$ cat config.mk
export PLATFORM = sky130hd
export DESIGN_NAME = column_readout_flat
export DESIGN_NICKNAME = d
export VERILOG_FILES = /design/src/rtl/column_readout_if.sv /design/src/rtl/column_readout.sv /design/src/flat_wrapper.sv
export SDC_FILE = /design/constraint.sdc
export NUM_CORES = 1
export LEC_CHECK = 0
export CORE_ASPECT_RATIO = 1.5
export CORE_MARGIN = 8
export CORE_UTILIZATION = 41
export CTS_CLUSTER_SIZE = 24
export DETAILED_ROUTE_END_ITERATION = 10
export GPL_TIMING_DRIVEN = 1
export PLACE_DENSITY = 0.79
export SYNTH_ARGS = -nofsm -noshare
export SYNTH_HDL_FRONTEND = slang
export SYNTH_SLANG_ARGS = --single-unit
export TNS_END_PERCENT = 50
$ cat constraint.sdc
create_clock -name clk -period 1.7 [get_ports clk]
set_input_delay 0.34 -clock clk [delete_from_list [all_inputs] [get_ports clk]]
set_output_delay 0.34 -clock clk [all_outputs]
set_load 0.02 [all_outputs]
$ cat src/rtl/column_readout_if.sv
// Controller-facing read port of the column readout block: request, column-half
// select and the VALID/READY word return path.
interface column_readout_if;
   logic        req;
   logic        adr;
   logic        ready;
   logic        busy;
   logic        valid;
   logic [15:0] dout;

   modport master (output req, adr, ready, input busy, valid, dout);
   modport slave  (input req, adr, ready, output busy, valid, dout);
endinterface

$ cat src/rtl/column_readout.sv
// Sequences one precharge/sense read of the 32-bitline array and returns the
// selected 16-bit half over a VALID/READY handshake.
module column_readout #(
   parameter int PRECHARGE_CYCLES = 1,
   parameter int SENSE_CYCLES     = 2
) (
   input  logic            clk,
   input  logic            rst_n,
   column_readout_if.slave bus,
   input  logic [31:0]     bls,
   output logic            pre,
   output logic            sae
);
   if (PRECHARGE_CYCLES < 1 || PRECHARGE_CYCLES > 15) begin : g_bad_pre
      $error("column_readout: PRECHARGE_CYCLES must be in 1..15");
   end
   if (SENSE_CYCLES < 1 || SENSE_CYCLES > 15) begin : g_bad_sense
      $error("column_readout: SENSE_CYCLES must be in 1..15");
   end

   // Counters are loaded with N-1 so a phase lasts exactly N cycles.
   localparam logic [3:0] PRE_LOAD   = 4'(PRECHARGE_CYCLES - 1);
   localparam logic [3:0] SENSE_LOAD = 4'(SENSE_CYCLES - 1);

   typedef enum logic [1:0] {IDLE, PRECH, SENSE, HOLD} state_t;

   state_t      state_reg, state_next;
   logic [3:0]  cnt_reg, cnt_next;
   logic        adr_reg, adr_next;
   logic [15:0] dout_reg, dout_next;

   always_ff @(posedge clk or negedge rst_n) begin
      if (!rst_n) begin
         state_reg <= IDLE;
         cnt_reg   <= 4'd0;
         adr_reg   <= 1'b0;
         dout_reg  <= 16'h0000;
      end else begin
         state_reg <= state_next;
         cnt_reg   <= cnt_next;
         adr_reg   <= adr_next;
         dout_reg  <= dout_next;
      end
   end

   always_comb begin
      state_next = state_reg;
      cnt_next   = cnt_reg;
      adr_next   = adr_reg;
      dout_next  = dout_reg;
      case (state_reg)
         IDLE: begin
            if (bus.req) begin
               adr_next   = bus.adr;
               cnt_next   = PRE_LOAD;
               state_next = PRECH;
            end
         end
         PRECH: begin
            if (cnt_reg != 4'd0) begin
               cnt_next = cnt_reg - 4'd1;
            end else begin
               cnt_next   = SENSE_LOAD;
               state_next = SENSE;
            end
         end
         SENSE: begin
            if (cnt_reg != 4'd0) begin
               cnt_next = cnt_reg - 4'd1;
            end else begin
               // Bitlines are sampled only on the final sense edge.
               dout_next  = adr_reg ? bls[31:16] : bls[15:0];
               state_next = HOLD;
            end
         end
         HOLD: begin
            if (bus.ready) begin
               if (bus.req) begin
                  adr_next   = bus.adr;
                  cnt_next   = PRE_LOAD;
                  state_next = PRECH;
               end else begin
                  state_next = IDLE;
               end
            end
         end
         default: state_next = IDLE;
      endcase
   end

   // Every output is a decode of registered state, so no input reaches an output combinationally.
   assign pre       = (state_reg == PRECH);
   assign sae       = (state_reg == SENSE);
   assign bus.busy  = (state_reg != IDLE);
   assign bus.valid = (state_reg == HOLD);
   assign bus.dout  = dout_reg;
endmodule

$ cat src/flat_wrapper.sv
// flat-port wrapper written by rule: the top's interface ports become plain ports
module column_readout_flat 
#(
   parameter int PRECHARGE_CYCLES = 1,
   parameter int SENSE_CYCLES     = 2
)
  (clk, rst_n, bls, pre, sae, bus_req, bus_adr, bus_ready, bus_busy, bus_valid, bus_dout);
  column_readout_if bus_i ();
  input  logic clk;
  input  logic rst_n;
  input  logic [31:0] bls;
  output logic pre;
  output logic sae;
  input wire logic [$bits(bus_i.req)-1:0] bus_req;
  input wire logic [$bits(bus_i.adr)-1:0] bus_adr;
  input wire logic [$bits(bus_i.ready)-1:0] bus_ready;
  output wire logic [$bits(bus_i.busy)-1:0] bus_busy;
  output wire logic [$bits(bus_i.valid)-1:0] bus_valid;
  output wire logic [$bits(bus_i.dout)-1:0] bus_dout;
  assign bus_i.req = bus_req;
  assign bus_i.adr = bus_adr;
  assign bus_i.ready = bus_ready;
  assign bus_busy = bus_i.busy;
  assign bus_valid = bus_i.valid;
  assign bus_dout = bus_i.dout;
  column_readout #(.PRECHARGE_CYCLES(PRECHARGE_CYCLES), .SENSE_CYCLES(SENSE_CYCLES)) u_core (.clk(clk), .rst_n(rst_n), .bus(bus_i), .bls(bls), .pre(pre), .sae(sae));
endmodule
==> run summary <==
The flow ran to the end, but the final reports show violations. The checks that failed: negative setup slack. The global routing stage identified its most utilized layer as met2.

The starting utilization of the core area came out at 0.431. In the final design database the tool counted 240 nets. The run gives 0.156 as the global router's overall resource usage.

The post-cts hold buffer count is 0, and the layout-stage area growth over the synthesis result is 69.5%. Timing analysis after detailed placement gives a worst setup slack of -114 ps. Setup total negative slack on the finished layout was measured at -30.7 ps. Launch point of the critical path: u_core.state_reg[1].

The wire length of the first global-routing pass is 6340 µm. The largest buffer count on any clock path is 2, and the count of input and output buffers is 56. The logs give 26 for the number of distinct standard cells referenced by the synthesized netlist and 4 for the length of the first detailed-routing pass in iterations. Net count after synthesis: 169.

The tree built by TritonCTS fans out to 23 sinks. The mapped netlist covers 0.00127 mm². TritonCTS built the clock tree. The critical path class is reg -> reg. Shortest period the worst path allows: 1720 ps.

At the pin with the least slew margin, the transition time is 436 ps. The logs give 7.09 ps for the setup skew after layout and -20 ps for the flop-to-flop setup slack. Among all flip-flop cells after synthesis, the most frequent one is sky130_fd_sc_hd__dfrtp_1.

Measured in cells, the most critical reg-to-reg path has a length of 7. The tools report the terminus of the critical flop-to-flop path as u_core.cnt_reg[2]. For the relative contribution of sequential cells to total power, the log shows 0.240.

The tools report the sum of overflow across all layers after global routing as 0. The logic gate share of total power is 0.677. The cell leakage power was 0.928 nW; the x dimension of the die was 61.4 µm. In this run, synthesis produced a sequential element count of 23.

In this run, the number of DRC markers left after iteration 0 of detailed routing was 31. The worst setup margin was -19.2 ps; the total net switching power was 0.00177 W. Clock tree synthesis inserted a total of 3 buffers.

The internal power was 0.00232 W. The fraction of met3 tracks used by global routing came out at 0.0509. Setup repair after global routing could not meet its margin everywhere. For this run, the top clock speed supported by timing is 582 MHz. In this run the remaining antenna-violating nets after routing total 0. The die is 84.1 µm tall. The root buffer cell chosen for the clock tree is sky130_fd_sc_hd__clkbuf_8. Entering global routing, the biggest net connects 24 pins. For the worst setup path, the data arrival time is 1870 ps. Core footprint: 0.00294 mm². After synthesis, the mean cell area works out to 10.1 µm².

The worst setup path is launched from a flip-flop. The synthesized design contains 0 enable-type register cells. The post-route clock period utilization works out to 1.01. The H-tree depth reported by CTS was 1. After detailed routing, the number of vias per cell comes to 5.36. The run gives 2970 µm as the detailed placer's ending HPWL.

57 I/O pins were placed. Routability-driven placement finished with a final weighted congestion of 0.797. Number of rows created at floorplan: 24.

The fraction of power spent switching nets is 0.433, and the fraction of layout cells with a size suffix above 1 is 0.215. After detailed routing, the number of remaining DRC violations is 0. The critical path capture point is u_core.cnt_reg[2].

During synthesis, Yosys emitted a total of 0 warnings. Number of max-slew violations in the final report: 0. Counting every instance in the synthesized netlist gives 125.

Clock latency of the later-clocked register in the worst-skew pair: 260 ps. The routed layout has 1254 vias. The tools report the capturing element type of the critical path as a flip-flop. The tools report the sequential element share of the synthesized area as 0.454. Flip-flop count of the largest register, all copies and words added: 16. The logs give 0 for the max-capacitance violation count and 0 for the number of hold violations in the final report.

The biggest fanout along the worst timing path was 5; the total power was 0.00409 W. The number of global-route vias before repair is 1302, and the total inserted antenna cells is 0. Dividing the detail-routed wire length by the instance count gives 17.7 µm.

Power spread over the standard cell area amounts to 1910 mW/mm². The worst voltage drop across the vdd grid came out at 1.22 mV. After detailed routing, the total wire length is 4140 µm. After clock tree synthesis, the clock-pin slew on the worst setup and hold paths is 80 ps. The die covers 0.00516 mm².

Setup violations remaining at the end of the flow were counted as 2. The run gives 0 as the number of antenna violations at the first check in global routing. The required time of the worst setup path is 1860 ps. The fraction of synthesis flops using an asynchronous set or reset pin came out at 1.00. Headroom to the max-slew limit: 0.709. The met2 routing resource usage after global routing was 0.273. The worst register-to-register path begins at u_core.state_reg[1].

The met1 global-route usage is 0.168. The min-delay analysis places its worst path in the category in -> async. For the clock group share of total power, the log shows 0.083.
## cell usage in the layout, fill, tap and decap left out, drive strengths merged, types with 4 or more instances in the layout
cell type and n:
ha 7, nand2 6, clkdlybuf4s50 52, inv 7
nor2 18, dfrtp 23, clkbuf 5, a21oi 16
buf 15, clkdlybuf4s15 4, mux2i 16
## cell type report
| class | count | area (µm²) |
|---|---|---|
| well taps | 39 | 48.8 |
| multi-input cells | 89 | 762 |
| inverters | 7 | 26.3 |
| clock buffers | 4 | 45.0 |
| flip-flops and latches | 23 | 576 |
| fillers | 217 | 795 |
| repair buffers | 72 | 691 |
## metal layers
| metal | vias to the layer above | share of wire |
|---|---|---|
| li1 | 589 | - |
| met1 | 591 | 0.35 |
| met2 | 59 | 0.52 |
| met3 | 15 | 0.097 |
| met4 | 0 | 0.039 |
| met5 | - | 0 |
## power groups by stage
stage,Combinational [W],Sequential (W),Clock (W)
after detailed placement,0.00223,0.000982,0
after global placement,0.00214,0.000959,0
after floorplan,0.00117,0.00117,0
after global routing,0.00297,0.00101,0.000367
final,0.00277,0.000983,0.000339
after CTS,0.00233,0.000975,0.000339
## stage by stage
stage / cell area [µm²] / util / hold WS, ps / instances
floorplan: 1270 / - / 44.4 / 125
global placement: 1900 / 0.647 / 492 / 220
detailed placement: 1900 / 0.647 / 508 / 220
CTS: 1990 / 0.675 / 432 / 227
global route: 2150 / 0.730 / 455 / 234
finish: 2150 / 0.730 / 421 / 234
## kinds of logic (layout without fill, tap and decap cells)
| kind of cell | Yosys count | count (layout) | share of synthesized area |
|---|---|---|---|
| fa+ha+maj | 7 | 7 | 0.0691 |
| buf+inv | 13 | 83 | 0.0484 |
| mux | 17 | 17 | 0.135 |
| simple gates | 36 | 36 | 0.151 |
| compound gates | 29 | 29 | 0.142 |
| flops | 23 | 23 | 0.454 |
## synthesized netlist by cell type (all sizes together) (3+ instances only)
master | n | share of area
mux2i | 16 | 0.13
nor2 | 18 | 0.053
a21oi | 16 | 0.063
o21ai | 3 | 0.012
o31ai | 3 | 0.018
nand2 | 6 | 0.018
inv | 7 | 0.021
dfrtp | 23 | 0.45
buf | 6 | 0.028
ha | 7 | 0.069
or3 | 3 | 0.015
## repair_timing
item | CTS | global route
setup buffers | 1 | 8
pin swaps | 1 | 5
setup endpoints to repair | 23 | 25
gates resized for setup | 13 | 24
cloned | 2 | 0
## worst max-delay path, stage by stage, from the launching register on
cell,delay [ps]
sky130_fd_sc_hd__dfrtp_1,440
sky130_fd_sc_hd__buf_6,150
sky130_fd_sc_hd__ha_4,170
sky130_fd_sc_hd__nor4bb_4,150
sky130_fd_sc_hd__buf_4,180
sky130_fd_sc_hd__nand3b_4,190
sky130_fd_sc_hd__o21bai_1,180
sky130_fd_sc_hd__a21o_1,150
## how the worst min path moves through the flow
| stage | slack (ps) | startpoint | cells past startpoint | to |
|---|---|---|---|---|
| global placement | 490 | u_core.adr_reg | 1 | u_core.adr_reg |
| detailed placement | 510 | u_core.adr_reg | 1 | u_core.adr_reg |
| CTS | 430 | rst_n | 2 | u_core.state_reg[1] |
| global route | 450 | rst_n | 2 | u_core.bus.dout[3] |
| finish | 420 | rst_n | 2 | u_core.bus.dout[12] |
| floorplan | 40 | rst_n | 0 | u_core.adr_reg |
Note: power is estimated with default switching activity, not from simulation.
